`src/rtl/tis_exec_unit.sv`:
```
// tis_exec_unit: execution sequencer for one TIS-100 node.
// Latches a decoded op and fetches its source from the immediate or the
// inbound port. It drives the external combinational alu, then retires the
// result into ACC/BAK and pulses done.
module tis_exec_unit #(
  parameter int              W        = 11,
  parameter logic [W-1:0]    ACC_INIT = '0
) (
  input  logic         clk,
  input  logic         rst,
  input  logic         op_valid,
  output logic         op_ready,
  input  logic [2:0]   op_code,
  input  logic         op_src_sel,
  input  logic [W-1:0] op_imm,
  input  logic         port_in_valid,
  output logic         port_in_ready,
  input  logic [W-1:0] port_in_data,
  output logic [1:0]   alu_instr,
  output logic [W-1:0] alu_acc,
  output logic [W-1:0] alu_src,
  input  logic [W-1:0] alu_out,
  output logic [W-1:0] acc,
  output logic [W-1:0] bak,
  output logic         done
);

  localparam logic [2:0] OP_MOV = 3'b001;
  localparam logic [2:0] OP_ADD = 3'b010;
  localparam logic [2:0] OP_SUB = 3'b011;
  localparam logic [2:0] OP_NEG = 3'b100;
  localparam logic [2:0] OP_SAV = 3'b101;
  localparam logic [2:0] OP_SWP = 3'b110;

  typedef enum logic [1:0] {
    IDLE     = 2'b00,
    WAIT_SRC = 2'b01,
    EXEC     = 2'b10
  } state_t;

  state_t       state_reg, state_next;
  logic [2:0]   op_code_reg;
  logic [1:0]   alu_instr_reg;
  logic [W-1:0] alu_acc_reg, alu_src_reg;
  logic [W-1:0] acc_reg, bak_reg;
  logic         done_reg;

  logic accept;
  logic port_hs;
  logic op_is_alu;
  logic op_needs_port;
  logic [1:0] op_alu_instr;

  assign op_ready      = (state_reg == IDLE);
  assign port_in_ready = (state_reg == WAIT_SRC);
  assign accept        = op_valid & op_ready;
  assign port_hs       = port_in_valid & port_in_ready;

  // Decode the incoming op: alu instruction mapping and port requirement.
  always_comb begin
    op_is_alu     = 1'b0;
    op_needs_port = 1'b0;
    op_alu_instr  = 2'b00;
    case (op_code)
      OP_MOV: begin op_is_alu = 1'b1; op_alu_instr = 2'b11; op_needs_port = op_src_sel; end
      OP_ADD: begin op_is_alu = 1'b1; op_alu_instr = 2'b00; op_needs_port = op_src_sel; end
      OP_SUB: begin op_is_alu = 1'b1; op_alu_instr = 2'b01; op_needs_port = op_src_sel; end
      OP_NEG: begin op_is_alu = 1'b1; op_alu_instr = 2'b10; end
      default: ;
    endcase
  end

  // Next-state logic for the IDLE / WAIT_SRC / EXEC sequence.
  always_comb begin
    state_next = state_reg;
    case (state_reg)
      IDLE:     if (accept) state_next = op_needs_port ? WAIT_SRC : EXEC;
      WAIT_SRC: if (port_in_valid) state_next = EXEC;
      EXEC:     state_next = IDLE;
      default:  state_next = IDLE;
    endcase
  end

  // State register; reset discards any in-flight op immediately.
  always_ff @(posedge clk or posedge rst) begin
    if (rst) state_reg <= IDLE;
    else     state_reg <= state_next;
  end

  // Datapath: latch op, load alu operands, retire into ACC/BAK, pulse done.
  always_ff @(posedge clk or posedge rst) begin
    if (rst) begin
      op_code_reg   <= 3'b000;
      alu_instr_reg <= 2'b00;
      alu_acc_reg   <= '0;
      alu_src_reg   <= '0;
      acc_reg       <= ACC_INIT;
      bak_reg       <= ACC_INIT;
      done_reg      <= 1'b0;
    end else begin
      done_reg <= 1'b0;
      if (accept) begin
        op_code_reg <= op_code;
        // Non-alu ops leave the alu operands untouched.
        if (op_is_alu) begin
          alu_instr_reg <= op_alu_instr;
          alu_acc_reg   <= acc_reg;
          alu_src_reg   <= op_imm;
        end
      end
      if (port_hs) begin
        alu_src_reg <= port_in_data;
        alu_acc_reg <= acc_reg;
      end
      if (state_reg == EXEC) begin
        done_reg <= 1'b1;
        case (op_code_reg)
          OP_MOV, OP_ADD, OP_SUB, OP_NEG: acc_reg <= alu_out;
          OP_SAV: bak_reg <= acc_reg;
          OP_SWP: begin
            acc_reg <= bak_reg;
            bak_reg <= acc_reg;
          end
          default: ;
        endcase
      end
    end
  end

  assign alu_instr = alu_instr_reg;
  assign alu_acc   = alu_acc_reg;
  assign alu_src   = alu_src_reg;
  assign acc       = acc_reg;
  assign bak       = bak_reg;
  assign done      = done_reg;

endmodule
```
`config.mk`:
```
export PLATFORM = sky130hd
export DESIGN_NAME = tis_exec_unit
export DESIGN_NICKNAME = d
export VERILOG_FILES = /design/src/rtl/tis_exec_unit.sv
export SDC_FILE = /design/constraint.sdc
export NUM_CORES = 1
export LEC_CHECK = 0
export BUFFER_PORTS_ARGS = -buffer_cell sky130_fd_sc_hd__buf_2
export CAP_MARGIN = 20
export CORE_ASPECT_RATIO = 2
export CORE_MARGIN = 5
export CORE_UTILIZATION = 30
export CTS_BUF_LIST = sky130_fd_sc_hd__clkbuf_8
export CTS_CLUSTER_DIAMETER = 40
export DETAILED_ROUTE_END_ITERATION = 7
export GPL_ROUTABILITY_DRIVEN = 0
export SLEW_MARGIN = 20
export SYNTH_ARGS = -nofsm -noshare
export SYNTH_HDL_FRONTEND = slang
export SYNTH_SLANG_ARGS = --single-unit
```
`constraint.sdc`:
```
create_clock -name clk -period 1.9 [get_ports clk]
set_clock_uncertainty 0.1 [all_clocks]
set_input_delay 0.285 -clock clk [delete_from_list [all_inputs] [get_ports clk]]
set_output_delay 0.285 -clock clk [all_outputs]
set_load 0.05 [all_outputs]
```
; ---- Word-level counts from Yosys, hierarchy flattened
; Cells that the tools add are included.
[word_totals]
reg_bits = 52
latch_bits = 0
ram_bits = 0
romBits = 0
output_inout_bits = 49
word_cells = 52
mem_count = 0
[op_classes]
n_addsub = 0
multipliers = 0
n_div = 0
magnitude_cmp = 0
n_eq_ne = 14
n_shift = 0
mux = 15
bitwise_logic = 2
reduce_logical = 13
[ops]
columns = cell, count
row1 = $mux W11, 6
row2 = $pmux W11 S2, 1
row3 = $eq A3 B2 Y1 const B, 4
row4 = $eq A3 B3 Y1 const B, 4
row5 = $reduce_and A2 Y1, 5
row6 = $reduce_or A4 Y1, 2
row7 = $eq A3 B1 Y1 const B, 2
row8 = $mux W2, 3
row9 = $pmux W2 S3, 1
row10 = $reduce_bool A2 Y1, 3
row11 = $pmux W2 S2, 1
row12 = $mux W1, 3
row13 = $reduce_or A3 Y1, 1
row14 = $and A1 B1 Y1, 2
row15 = $eq A2 B1 Y1 const B, 1
row16 = $eq A2 B2 Y1 const B, 1
row17 = $logic_not A2 Y1, 1
row18 = $ne A2 B1 Y1 const B, 1
row19 = $ne A2 B2 Y1 const B, 1
row20 = $reduce_or A2 Y1, 1

; ---- Depth between registers and ports, before layout
[logic_depth]
word_depth = 6
ltp_mapped = 5

; ---- Worst setup path before layout
; Ideal clock, no wire load.
[synth_timing]
path_type = flip-flop to flip-flop
from = register state_reg[0]
to = register alu_acc_reg[0], in the netlist alu_acc[0]
setup_ns = 0.125
arrival_ns = 1.397
required_time_ns = 1.675
setup_slack_ns = 0.278
path_stages_with_launch = 6
cell_sequence = dfrtp_1 > buf_6 > nor3b_4 > a31oi_4 > buf_6 > mux2_4
[synth_via]
elab_chain_len = 4
[synth_lines]
columns = item, line
row1 = "start, declared", 41  ; state_t state_reg, state_next;
row2 = "start signal, assigned", 87  ; else state_reg <= state_next;
row3 = $eq A2 B1 Y1 / $logic_not A2 Y1 (equally long branches), "55, 54"
row4 = "$and A1 B1 Y1, on equally long branches", "57, 56"
row5 = $reduce_bool A2 Y1 (no source line), -
row6 = $reduce_and A2 Y1 (no source line), -
row7 = "end signal, assigned", 107  ; alu_acc_reg <= acc_reg;
row8 = "end signal, assigned", 113  ; alu_acc_reg <= acc_reg;
row9 = "end, declared", 44  ; logic [W-1:0] alu_acc_reg, alu_src_reg;
; Several ways; a longest one is shown, not always the timed one.
; A chain may end at the register's enable or synchronous reset.

; ---- Final worst setup path
[layout_timing]
from = register op_code_reg[0]
to = register acc_reg[1], in the netlist acc[1]
[layout_via]
elab_chain_len = 4
[layout_lines]
columns = item, line
row1 = "start, declared", 42  ; logic [2:0] op_code_reg;
row2 = "start signal, assigned", 103  ; op_code_reg <= op_code;
row3 = "$eq A3 B1 Y1, or another cell as far along", 117  ; case (op_code_reg)
row4 = $reduce_or A4 Y1, 117
row5 = $reduce_bool A2 Y1 (no source line), -
row6 = $reduce_and A2 Y1 (no source line), -
row7 = "end signal, assigned", 118  ; OP_MOV, OP_ADD, OP_SUB, OP_NEG: acc_reg <= alu_out;
row8 = "end signal, assigned", 121  ; acc_reg <= bak_reg;
row9 = "end, declared", 45  ; logic [W-1:0] acc_reg, bak_reg;
; Several ways; a longest one is shown, not always the timed one.

==> reports/metrics.cfg <==
[outcome]
outcome=complete, no violations

[cts]
clock_tree.root_cell=sky130_fd_sc_hd__clkbuf_8
post_cts_resize_count=0
post_cts.repair.setup_buffers=0
clkLatencyLatePin_ps=310
cts.htree.levels=2
tritoncts_clock_tree=yes
max-clock-path-buffers=2
numCtsBuffers=5
clock_sink_count=52
clock_transition_at_path_regs_ps=100

[die]
pin_count=90
die-area_mm2=0.0100
placement_rows=46
die-width_um=73.2
fp.coreArea_mm2=0.00789
die_height_um=136
initial_utilization_pct=30.4

[placed_design]
buffer_ports.inserted=89
place_ws_ps=98.0
half_perimeter_wire_length_after_placement_mm=4.54

[critical_path]
critPathKind=reg -> reg
timing.critical_path.arrival_ps=1820
highest_net_fanout_along_the_worst_path=11
critical_path.startpoint_type=register
timing.critical_path.to_type=register
worstRegToRegCells=3
cp.required_ps=1990

[synth]
synth.avg_cell_area_um2=12.5
ys_async_sr_fraction_pct=100
yosysMostFrequentCell=sky130_fd_sc_hd__dfrtp_1
ys_warn_count=0
mappedNetlistArea_mm2=0.00240
synth-edff-count=0
netlist.area_leader.share_pct=54.2
synthesis.instances=192
synth_largest_area_cell=sky130_fd_sc_hd__dfrtp_1
largest_cells_by_area_after_synthesis=sky130_fd_sc_hd__dfrtp_1 (54%), sky130_fd_sc_hd__mux2_1 (11%), sky130_fd_sc_hd__mux2_4 (6.3%)
yosysUniqueCellTypes=29
synth_common_cells=sky130_fd_sc_hd__dfrtp_1 (52), sky130_fd_sc_hd__nand2_1 (30), sky130_fd_sc_hd__mux2_1 (23), sky130_fd_sc_hd__o211ai_1 (12)
yosysSeqAreaShare_pct=54.2
synth_seq_cells=52
mappedNetlistNets=233
most_used_flip_flop_cell_after_synthesis=sky130_fd_sc_hd__dfrtp_1

[pwr]
pwr-share-comb_pct=52.9
pwr-share-seq_pct=35.0
switching_share_pct=51.3
power.leakage_nw=1.54
p_int_mw=2.59
power_per_unit_of_standard_cell_area_mw_per_mm2=1710
ir_worst_vdd_mv=0.518
clkPwrFrac_pct=12.0
p_sw_mw=2.73

[detailed_routing]
vias_per_cell=4.76
wl_per_instance_um=15.5
route.final.wire_length_mm=5.97
detailroute.via_count=1827
drt_first_pass_iters=4
remaining_drc_errors=0
route.antenna.remaining_nets=0
drt-initial-drc-count=95

[final_layout]
nets=328
n_fill_cell=800
share_of_cells_above_drive_strength_1_pct=45.5
count_of_inserted_antenna_diode_cells=0
synthToLayoutAreaGrowth_pct=29.5

[sta]
finalWorstPathRequiredPeriod_ps=1730
setup_viol=0
worst_pin_slew_ps=547
fmax_ghz=0.577
final_min_period_over_clock_period_pct=91.2
timing.slew.headroom_pct=63.4
final_critical_path_setup_slack_ps=168
slew_viol_final=0
timing.setup.tns_ps=0
grt_setup_unrepaired=no
finalHoldViolations=0

[global_routing]
grt_antenna_before_repair=0
globalRouteTotalUtil_pct=12.7
first_global_vias=1988
grt_first_pass_wirelength_mm=9.89
globalRoute.totalOverflow=0
grt_max_degree=34

[worst_hold_path]
holdCritPathClass=in -> reg
hold_path_depth=3

[run]
max_cap_violations=0

## logic make-up (layout without fill, tap and decap cells)
logic type / after synthesis / in the layout / synth area share [%]
AND/OR/NAND/NOR: 54 / 54 / 11.9
flip-flops: 52 / 52 / 54.2
multiplexers: 44 / 44 / 22.2
AO/OA/AOI/OAI: 23 / 23 / 7.04
buffers and inverters: 16 / 112 / 3.54
XOR/XNOR: 3 / 3 / 1.10
## routing by layer
layer  vias to the layer above  GRT usage, %  share of wire, %
li1                        869             -                 -
met1                       892          14.1                37
met2                        61          23.1                55
met3                         5          2.81               6.6
met4                         0          4.11               1.4
met5                         -             0                 0
## worst max-delay path: stages, from the launching register on
cell	delay, ps
sky130_fd_sc_hd__dfrtp_1	430
sky130_fd_sc_hd__or3_1	370
sky130_fd_sc_hd__and3_1	340
sky130_fd_sc_hd__mux2_1	380
## metrics by stage
stage / hold WS [ps] / cell area, um^2 / instances / util [%] / power [mW]
floorplan: 271 / 2400 / 192 / - / 4.01
finish: 95.9 / 3110 / 384 / 39.4 / 5.32
global route: 94.5 / 3110 / 384 / 39.4 / 5.60
global placement: 227 / 3010 / 375 / 38.1 / 4.69
CTS: 76.2 / 3110 / 384 / 39.4 / 5.41
detailed placement: 240 / 3010 / 375 / 38.1 / 4.74
## worst paths after layout
| check | slack, ps | endpoint | from |
|---|---|---|---|
| worst max-delay path | 170 | acc[1] | op_code_reg[0] |
| worst min-delay path | 100 | alu_src[4] | port_in_data[4] |
| worst max register to register | 170 | acc[1] | op_code_reg[0] |
| worst min register to register | 360 | done | state_reg[0] |
| max in group asynchronous | 720 | acc[6] | rst |
| min in group asynchronous | 440 | alu_src[10] | rst |
## timing repair
item | in CTS | in global routing
setup endpoints to repair | 0 | 0
endpoints found under the hold margin | 19 | 0
hold buffers | 1 | 0
## power groups by stage
stage | Combinational (mW) | Sequential (mW) | Clock [mW]
2_1_floorplan | 0.657 | 3.36 | 0
5_1_grt | 2.95 | 1.94 | 0.707
3_5_place_dp | 2.85 | 1.89 | 0
4_1_cts | 2.86 | 1.87 | 0.676
6_report | 2.82 | 1.86 | 0.640
3_3_place_gp | 2.82 | 1.87 | 0
## area by class of cell
cell class                      count  area [um^2]  share of cell area [%]
Timing Repair Buffer              100          568                    18.3
Inverter                            4         15.0                   0.483
Multi-Input combinational cell    124         1010                    32.6
Clock inverter                      3         20.0                   0.644
Clock buffer                        5         68.8                    2.22
Tap cell                           96          120                    3.87
Sequential cell                    52         1300                    41.9
## placed cells by master, fill, tap and decap left out, types with 2 or more instances in the layout
cell and count:
sky130_fd_sc_hd__nor2b_1 2, sky130_fd_sc_hd__o211ai_1 12, sky130_fd_sc_hd__o21ai_1 2, sky130_fd_sc_hd__mux2_1 23, sky130_fd_sc_hd__xor2_1 2, sky130_fd_sc_hd__buf_4 7, sky130_fd_sc_hd__nand2_1 30, sky130_fd_sc_hd__nand3b_1 2
sky130_fd_sc_hd__a21oi_1 3, sky130_fd_sc_hd__inv_1 4, sky130_fd_sc_hd__and3_1 3, sky130_fd_sc_hd__buf_2 89, sky130_fd_sc_hd__mux2_2 11, sky130_fd_sc_hd__mux2_4 10, sky130_fd_sc_hd__o21ai_0 3, sky130_fd_sc_hd__nand4_1 11
sky130_fd_sc_hd__clkbuf_8 5, sky130_fd_sc_hd__buf_12 3, sky130_fd_sc_hd__dfrtp_1 52
(Power assumes the default switching activity.)
